`config.mk`:
```
export PLATFORM = sky130hd
export DESIGN_NAME = npu_spi_cmd_slave
export DESIGN_NICKNAME = d
export VERILOG_FILES = /design/src/rtl/npu_spi_pkg.sv /design/src/rtl/npu_sync_fifo.sv /design/src/rtl/npu_spi_cmd_slave.sv
export SDC_FILE = /design/constraint.sdc
export NUM_CORES = 1
export LEC_CHECK = 0
export ABC_AREA = 1
export BUFFER_PORTS_ARGS = -buffer_cell sky130_fd_sc_hd__buf_2
export CORE_MARGIN = 3
export CORE_UTILIZATION = 60
export CTS_BUF_LIST = sky130_fd_sc_hd__clkbuf_8
export DETAILED_ROUTE_END_ITERATION = 8
export PLACE_DENSITY = 0.9
export SYNTH_ARGS = -nofsm -noshare
export SYNTH_HDL_FRONTEND = slang
export SYNTH_SLANG_ARGS = --single-unit
```
`constraint.sdc`:
```
create_clock -name clk -period 5.9 [get_ports clk]
set_clock_uncertainty 0.15 [all_clocks]
set_input_delay 0.885 -clock clk [delete_from_list [all_inputs] [get_ports clk]]
set_output_delay 0.885 -clock clk [all_outputs]
set_load 0.005 [all_outputs]
```
`src/rtl/npu_spi_pkg.sv`:
```
// Shared types and sizing helpers for the NPU SPI command slave.
package npu_spi_pkg;

  typedef enum logic [1:0] {IDLE, HEADER, PAYLOAD, ERROR} state_e;

  localparam int NPU_CMD_W  = 8;
  localparam int NPU_TILE_W = 3;
  localparam int NPU_OP_W   = 3;
  localparam int NPU_DATA_W = 8;

  function automatic int hdr_w(input int cw, input int tw, input int ow);
    return cw + 2 * tw + ow;
  endfunction

  // Header fields in shift order; op_code lands in the low bits.
  localparam int NPU_OP_LSB  = 0;
  localparam int NPU_TJ_LSB  = NPU_OP_LSB + NPU_OP_W;
  localparam int NPU_TI_LSB  = NPU_TJ_LSB + NPU_TILE_W;
  localparam int NPU_CMD_LSB = NPU_TI_LSB + NPU_TILE_W;

  typedef struct packed {
    logic [NPU_CMD_W-1:0]  cmd;
    logic [NPU_TILE_W-1:0] tile_i;
    logic [NPU_TILE_W-1:0] tile_j;
    logic [NPU_OP_W-1:0]   op;
    logic [NPU_DATA_W-1:0] data;
    logic                  first;
  } npu_cmd_t;

endpackage

```
`src/rtl/npu_sync_fifo.sv`:
```
// Shift-register FIFO: the head always lives in entry 0, so outputs come straight from flops.
module npu_sync_fifo #(
  parameter int  DEPTH = 4,
  parameter type T     = logic [7:0]
) (
  input  logic clk,
  input  logic rst_n,
  input  logic push_i,
  input  T     din_i,
  input  logic ready_i,
  output T     head_o,
  output logic full_o,
  output logic empty_o
);

  localparam int CW = $clog2(DEPTH + 1);

  T             mem_q [DEPTH];
  T             mem_d [DEPTH];
  logic [CW-1:0] count_q, count_d, wr_idx;
  logic          pop, push_ok;

  assign empty_o = (count_q == '0);
  assign full_o  = (count_q == CW'(DEPTH));
  assign head_o  = mem_q[0];
  assign pop     = !empty_o && ready_i;
  // A pop frees a slot in the same cycle, so a full FIFO still accepts.
  assign push_ok = push_i && (!full_o || pop);
  assign wr_idx  = count_q - CW'(pop);

  always_comb begin
    for (int i = 0; i < DEPTH; i++) mem_d[i] = mem_q[i];
    if (pop) begin
      for (int i = 0; i < DEPTH - 1; i++) mem_d[i] = mem_q[i+1];
      mem_d[DEPTH-1] = '0;
    end
    for (int i = 0; i < DEPTH; i++)
      if (push_ok && wr_idx == CW'(i)) mem_d[i] = din_i;
    count_d = count_q;
    if (push_ok && !pop)      count_d = count_q + CW'(1);
    else if (!push_ok && pop) count_d = count_q - CW'(1);
  end

  always_ff @(posedge clk) begin
    if (!rst_n) begin
      count_q <= '0;
      for (int i = 0; i < DEPTH; i++) mem_q[i] <= '0;
    end else begin
      count_q <= count_d;
      for (int i = 0; i < DEPTH; i++) mem_q[i] <= mem_d[i];
    end
  end

endmodule

```
`src/rtl/npu_spi_cmd_slave.sv`:
```
// SPI mode-0 command slave: header + payload burst into a FIFO, readback words out on MISO.
module npu_spi_cmd_slave
  import npu_spi_pkg::*;
#(
  parameter int CMD_W     = NPU_CMD_W,
  parameter int TILE_W    = NPU_TILE_W,
  parameter int OP_W      = NPU_OP_W,
  parameter int DATA_W    = NPU_DATA_W,
  parameter int DEPTH     = 4,
  parameter int MAX_WORDS = 16
) (
  input  logic              clk,
  input  logic              rst_n,
  input  logic              sclk,
  input  logic              mosi,
  input  logic              cs_n,
  output logic              miso,
  input  logic [DATA_W-1:0] rd_data,
  output logic              out_valid,
  input  logic              out_ready,
  output logic [CMD_W-1:0]  out_cmd,
  output logic [TILE_W-1:0] out_tile_i,
  output logic [TILE_W-1:0] out_tile_j,
  output logic [OP_W-1:0]   out_op,
  output logic [DATA_W-1:0] out_data,
  output logic              out_first,
  output logic              frame_done,
  output logic              frame_err,
  output logic              overflow
);

  localparam int HDR_W   = hdr_w(CMD_W, TILE_W, OP_W);
  localparam int SR_W    = (HDR_W > DATA_W) ? HDR_W : DATA_W;
  localparam int BC_W    = $clog2(SR_W + 1);
  localparam int WC_W    = $clog2(MAX_WORDS + 1);
  localparam int OP_LSB  = 0;
  localparam int TJ_LSB  = OP_LSB + OP_W;
  localparam int TI_LSB  = TJ_LSB + TILE_W;
  localparam int CMD_LSB = TI_LSB + TILE_W;

  typedef struct packed {
    logic [CMD_W-1:0]  cmd;
    logic [TILE_W-1:0] tile_i;
    logic [TILE_W-1:0] tile_j;
    logic [OP_W-1:0]   op;
    logic [DATA_W-1:0] data;
    logic              first;
  } entry_t;

  // [0],[1] synchronise; [2] is the delayed copy for edge detection.
  logic [2:0] sclk_q, cs_q;
  logic [1:0] mosi_q;
  logic       sclk_rise, sclk_fall, cs_fall, cs_rise, mosi_s;

  state_e            state_q, state_d;
  logic [BC_W-1:0]   bit_q, bit_d;
  logic [WC_W-1:0]   word_q, word_d;
  logic [SR_W-2:0]   sr_q, sr_d;
  logic [SR_W-1:0]   sr_shift;
  logic [HDR_W-1:0]  hdr_q, hdr_d;
  logic [DATA_W-1:0] msr_q, msr_d;
  logic              miso_q, miso_d;
  logic              done_q, done_d, err_q, err_d, ovf_q, ovf_d;
  logic              push, clean_end, fifo_full, fifo_empty;
  entry_t            push_entry, head;

  assign sclk_rise = sclk_q[1] & ~sclk_q[2];
  assign sclk_fall = ~sclk_q[1] & sclk_q[2];
  assign cs_fall   = ~cs_q[1] & cs_q[2];
  assign cs_rise   = cs_q[1] & ~cs_q[2];
  assign mosi_s    = mosi_q[1];
  assign sr_shift  = {sr_q, mosi_s};

  always_ff @(posedge clk) begin
    if (!rst_n) begin
      sclk_q <= '0;
      mosi_q <= '0;
      cs_q   <= 3'b111;
    end else begin
      sclk_q <= {sclk_q[1:0], sclk};
      mosi_q <= {mosi_q[0], mosi};
      cs_q   <= {cs_q[1:0], cs_n};
    end
  end

  always_comb begin
    state_d    = state_q;
    bit_d      = bit_q;
    word_d     = word_q;
    sr_d       = sr_q;
    hdr_d      = hdr_q;
    msr_d      = msr_q;
    miso_d     = miso_q;
    done_d     = 1'b0;
    err_d      = 1'b0;
    push       = 1'b0;
    clean_end  = 1'b0;
    push_entry = '{cmd: hdr_q[CMD_LSB +: CMD_W], tile_i: hdr_q[TI_LSB +: TILE_W],
                   tile_j: hdr_q[TJ_LSB +: TILE_W], op: hdr_q[OP_LSB +: OP_W],
                   data: sr_shift[DATA_W-1:0], first: (word_q == '0)};
    case (state_q)
      IDLE: begin
        if (cs_fall) begin
          state_d = HEADER;
          bit_d   = '0;
          word_d  = '0;
        end
      end
      HEADER: begin
        if (sclk_rise) begin
          sr_d  = sr_shift[SR_W-2:0];
          bit_d = bit_q + BC_W'(1);
          if (bit_q == BC_W'(HDR_W - 1)) begin
            hdr_d   = sr_shift[HDR_W-1:0];
            bit_d   = '0;
            msr_d   = rd_data;
            state_d = (sr_shift[CMD_LSB +: CMD_W] == '0) ? ERROR : PAYLOAD;
          end
        end
      end
      PAYLOAD: begin
        if (sclk_fall) begin
          miso_d = msr_q[DATA_W-1];
          msr_d  = {msr_q[DATA_W-2:0], 1'b0};
        end
        if (sclk_rise) begin
          sr_d  = sr_shift[SR_W-2:0];
          bit_d = bit_q + BC_W'(1);
          if (bit_q == BC_W'(DATA_W - 1)) begin
            bit_d = '0;
            msr_d = rd_data;
            if (word_q == WC_W'(MAX_WORDS)) begin
              state_d = ERROR;
            end else begin
              push   = 1'b1;
              word_d = word_q + WC_W'(1);
            end
          end
        end
      end
      ERROR: ;
      default: state_d = IDLE;
    endcase
    // Frame end is judged after any coincident word completion has been applied.
    clean_end = (state_d == PAYLOAD) && (bit_d == '0) && (word_d != '0);
    if (cs_rise && state_q != IDLE) begin
      state_d = IDLE;
      done_d  = clean_end;
      err_d   = !clean_end;
    end
    if (state_d != PAYLOAD || cs_q[1]) miso_d = 1'b0;
    ovf_d = ovf_q | (push && fifo_full && !(out_valid && out_ready));
  end

  always_ff @(posedge clk) begin
    if (!rst_n) begin
      state_q <= IDLE;
      bit_q   <= '0;
      word_q  <= '0;
      sr_q    <= '0;
      hdr_q   <= '0;
      msr_q   <= '0;
      miso_q  <= 1'b0;
      done_q  <= 1'b0;
      err_q   <= 1'b0;
      ovf_q   <= 1'b0;
    end else begin
      state_q <= state_d;
      bit_q   <= bit_d;
      word_q  <= word_d;
      sr_q    <= sr_d;
      hdr_q   <= hdr_d;
      msr_q   <= msr_d;
      miso_q  <= miso_d;
      done_q  <= done_d;
      err_q   <= err_d;
      ovf_q   <= ovf_d;
    end
  end

  npu_sync_fifo #(.DEPTH(DEPTH), .T(entry_t)) u_fifo (
    .clk     (clk),
    .rst_n   (rst_n),
    .push_i  (push),
    .din_i   (push_entry),
    .ready_i (out_ready),
    .head_o  (head),
    .full_o  (fifo_full),
    .empty_o (fifo_empty)
  );

  assign out_valid  = !fifo_empty;
  assign out_cmd    = head.cmd;
  assign out_tile_i = head.tile_i;
  assign out_tile_j = head.tile_j;
  assign out_op     = head.op;
  assign out_data   = head.data;
  assign out_first  = head.first;
  assign miso       = miso_q;
  assign frame_done = done_q;
  assign frame_err  = err_q;
  assign overflow   = ovf_q;

endmodule
```
* Yosys cells after proc, flatten, opt, wreduce, memory -nomap -nowiden *
Memory sizes are Yosys's and may differ from the RTL's.
Cells that the tools add are included.

word-level totals
  register bits = 68
  bits in writable memories = 104
  input port bits = 14
  output and inout bits = 31
  word-level logic and storage cells = 127
  memories = 1

memories
  memory        depth  bits a word  read ports  clocked after memory_dff  wr ports  RTL line             source
  u_fifo.mem_q  4      26           4           0                         4         npu_sync_fifo.sv:18  T mem_q [DEPTH];

cells by class
  add/sub/neg operators = 5
  equal/unequal tests = 13
  muxes and demuxes = 43
  bitwise operators = 14
  reductions and logical operators = 37

operator list
  kind                   count
  $mux W26               8
  $mux W104              1
  $mux W5                9
  $mux W8                5
  $pmux W8 S2            1
  $pmux W5 S3            1
  $mux W2                7
  $logic_and A1 B1 Y1    13
  $add A5 B1 Y5 const B  2
  $eq A5 B5 Y1 const B   2
  $logic_not A5 Y1       2
  $pmux W5 S2            1
  $logic_not A8 Y1       1
  $mux W1                7
  $eq A3 B2 Y1 const B   2
  $logic_not A3 Y1       2
  $mux W3                2
  $ne A2 B2 Y1 const B   3
  $pmux W2 S3            1
  $reduce_and A2 Y1      3
  $reduce_and A3 Y1      2
  $reduce_bool A2 Y1     3
  $eq A5 B3 Y1 const B   1
  $logic_not A1 Y1       5
  14 further kinds       28

* Logic depth before layout (Yosys ltp) *
  depth after elaboration = 10
  mapped depth = 16
  depth with buffers taken out = 14

* Hierarchy *
A second synthesis with hierarchy kept.

unflattened totals
  cell total of the unflattened synthesis = 1206
  area total of the unflattened synthesis = 8637.0 um2

modules (own cells, without submodules)
  module             instances  cells each  area each (um2)
  npu_sync_fifo      1          798         5654.2
  npu_spi_cmd_slave  1          408         2982.9

* Worst setup path after synthesis *
Ideal clock, no wire load.

  path kind = input to register
  from = input port out_ready
  to = memory u_fifo.mem_q[0][102] in the netlist's numbering
  setup time = 0.132 ns
  arrival time = 2.910 ns
  data required time = 5.618 ns
  setup slack = 2.708 ns
  cell stages on the path = 13
  buffers on the path = 3
  cell sequence = nand2_1 -> inv_1 -> buf_2 -> buf_1 -> ha_1 -> ha_1 -> or2_2 -> nand2_1 -> nor3_1 -> nand2_2 -> buf_2 -> nand3_1 -> a21oi_1

RTL lines
  element             RTL line                 source
  start: declaration  npu_spi_cmd_slave.sv:20  input logic out_ready,
  end: declaration    npu_sync_fifo.sv:18

==> impl_results.md <==
- Worst rel slew slack: ~27%
- Diode count: 0
- Drt total wl: about 18 mm
- DRT iter0 DRCs: between 1000 and 1500
- Synthesized cell area: ~7900 µm²
- Post-synthesis cell count: between 1000 and 1500
- I/O pins: 45
- Metal2 WL: 8.41 mm
- Critical Path RT: 6.06 ns
- DP Wirelength: about 11 mm
- Remaining routing DRC violations: 0
- Layout cells sized above 1: 9.70%
- Commonest non-fill, non-tap cell in the layout: nand2_1
- Worst path cell trace: inv_1, ha_1, nand3_2, nor2_4, nand3_2, o21ai_0, a31oi_1
- Worst-margin pin slew: 1.10 ns
- Max IR drop VDD: about 0.00027 V
- Highest Signal Layer: met4
- Worst-path fanout max: 52
- Total CTS buffers: 17
- Initial antenna violation count: 0
- Yosys reg bits: about 170
- CTS root buffer: clkbuf_8
- Final #Nets: roughly 1100
- Grt ovf: 0
- Die area: between 10000 and 15000 µm²
- DP Area: about 7900 µm²
- Syn_nets: about 1100
- Leak Pwr: between 3 and 4 nW
- Fmax: 279 MHz
- Setup repair bufs after CTS: 0
- Ys flop type: dfxtp_1
- Period minus WS final: about 3.6 ns
- Run status: finished clean
- Drt pass-1 iters: 6
- Crit Path Class: reg -> reg
- Fin area: 8300 µm²
- RSZ-0062 raised after global routing: false
- CP dominant cell by count: nand3_2
- Vias in the first global route: 6348
- Clk slew on worst S/H paths: 0.09 ns
- Post-Syn Area per Cell: about 7.4 µm²
- Async set-reset flop share out of synthesis: 0%
- Hold WC Path Type: reg -> reg
- P&R area growth vs syn: 5.64%
- FP Rows: 41
- Largest net degree at the start of global routing: ~110
- Seq/Total Area, Yosys: 43.8%
- Number of flops mapped to enable cells by yosys: 0
- Insertion delay to the later sink of the worst-skew pair: approximately 0.47 ns
- Critical path capture point type: flop
- CTS Hold Bufs: 0
- Critical-path top delay cell: nand3_2
- Htree depth: 4
- Worst path max stage delay: 0.95 ns
- Most frequent cells in the layout: 205 x nand2_1, 172 x dfxtp_1, 171 x nand3_1
- Met1 Wirelength: 7.55 mm
- Yosys Warn Count: 0
- Detailed-route via count: slightly above 7000
- Total track usage: 24.2%
- Largest area contributor in the netlist: dfxtp_1
- Met3 WL post-DR: between 1 and 1.5 mm
- Worst setup SP type: flop
- Hold Vio Cnt, Final: 0
- Port bufs: 44
- Crit share post-route: around three fifths
- Min Hold Slack: 0.267 ns
- First-pass GRT wire length: between 20 and 30 mm
- CTS Buffer Depth: 2
- CORE AREA: roughly 13000 µm²
- Post-DR wirelength/cell: 14.4 µm
- Final setup viols: 0
- Clock sinks: about 170
- Distinct cells, synth: 35
- Die Ht: ~120 µm
- Chip width: roughly 120 µm
- Area share of the largest cell type after synthesis: a little over two fifths
- Final slew viol count: 0
- Post-CTS sizing: 0
- Crit path DAT: between 3 and 4 ns
- Initial Utilization: between 60 and 70%
- Pwr dens: 315 nW/µm²
- ANT nets after route: 0
- TritonCTS clock tree: yes
- GP Congestion: 0.863
- Final TNS setup: 0 ns
- Synth area leaders: dfxtp_1 44%, nand3_1 11%, nand2_1 9.8%
- MaxCap Viol Count: 0
- Vias per cell: about 5.8
## per-layer routing
layer  up-vias  GRT usage [%]
li1       3499              -
met1      3252           31.1
met2       330           40.0
met3        45           4.68
met4         0           10.3
met5         -              0
## final cells by class
class | instances | area [µm²]
fill | 1094 | 4430
multi-input combinational | 713 | 3610
sequential | 172 | 3440
inverter | 83 | 312
timing repair buffer | 52 | 280
clock buffer | 18 | 248
tap | 172 | 215
clock inverter | 14 | 191
## critical path, delay by kind of cell, from the launching register on
kind	cells	cell delay, ns
flip-flops	1	0.35
AO/OA/AOI/OAI	2	0.52
buffers and inverters	1	0.16
AND/OR/NAND/NOR	3	1.69
adder cells (fa/ha/maj)	1	0.53
## cells by family (layout without fill, tap and decap cells)
logic type	Yosys count	count (layout)	synth area share [%]
AND/OR/NAND/NOR	475	475	26.8
AO/OA/AOI/OAI	223	223	16.5
buffers and inverters	180	167	10.4
flip-flops	172	172	43.8
adder cells (fa/ha/maj)	13	13	2.17
XOR/XNOR	1	1	0.112
multiplexers	1	1	0.143
## cells in the mapped netlist (5+ instances only)
library cell	n
a21oi_1	91
a31oi_1	26
buf_1	5
buf_2	16
buf_4	30
clkbuf_1	45
dfxtp_1	172
ha_1	12
inv_1	81
nand2_1	206
nand3_1	171
nand4_1	7
nor2_1	57
nor3_1	13
nor4_1	6
o211a_1	25
o21ai_0	70
o22ai_1	6
## registers in the layout, indices dropped and copies added (netlist names)
signal,cells
frame_done,1
u_fifo.count_q,3
miso,1
cs_q,3
overflow,1
bit_q,5
hdr_q,17
word_q,5
state_q,2
u_fifo.mem_q,104
msr_q,8
sr_q,16
mosi_q,2
sclk_q,3
frame_err,1
## power by group
| part | internal, mW | total (mW) | leakage [nW] | switching (mW) |
|---|---|---|---|---|
| Sequential | 1.18 | 1.19 | 1.39 | 0.0141 |
| Combinational | 0.0994 | 0.516 | 1.93 | 0.416 |
| Clock | 0.474 | 0.905 | 0.228 | 0.431 |
| Total | 1.75 | 2.61 | 3.54 | 0.861 |
## worst paths after layout
path                                  from                 end  slack (ns)  cells past startpoint
worst max-delay path            state_q[0]  u_fifo.mem_q[0][0]        2.31                      7
worst min-delay path               cs_q[0]             cs_q[1]        0.27                      1
worst max register to register  state_q[0]  u_fifo.mem_q[0][0]        2.31                      7
worst min register to register     cs_q[0]             cs_q[1]        0.27                      1
## per-stage QoR
| step | std cells | setup slack (ns) | utilization (%) | power (mW) |
|---|---|---|---|---|
| 4_1_cts | 1224 | 2.32 | 65.2 | 2.61 |
| 3_3_place_gp | 1192 | 2.37 | 61.8 | 1.71 |
| 3_5_place_dp | 1192 | 2.27 | 61.8 | 1.72 |
| 5_1_grt | 1224 | 1.99 | 65.2 | 2.71 |
| 2_1_floorplan | 1065 | 2.71 | - | 1.59 |
| 6_report | 1224 | 2.31 | 65.2 | 2.61 |
Note: power is estimated with default switching activity, not from simulation.
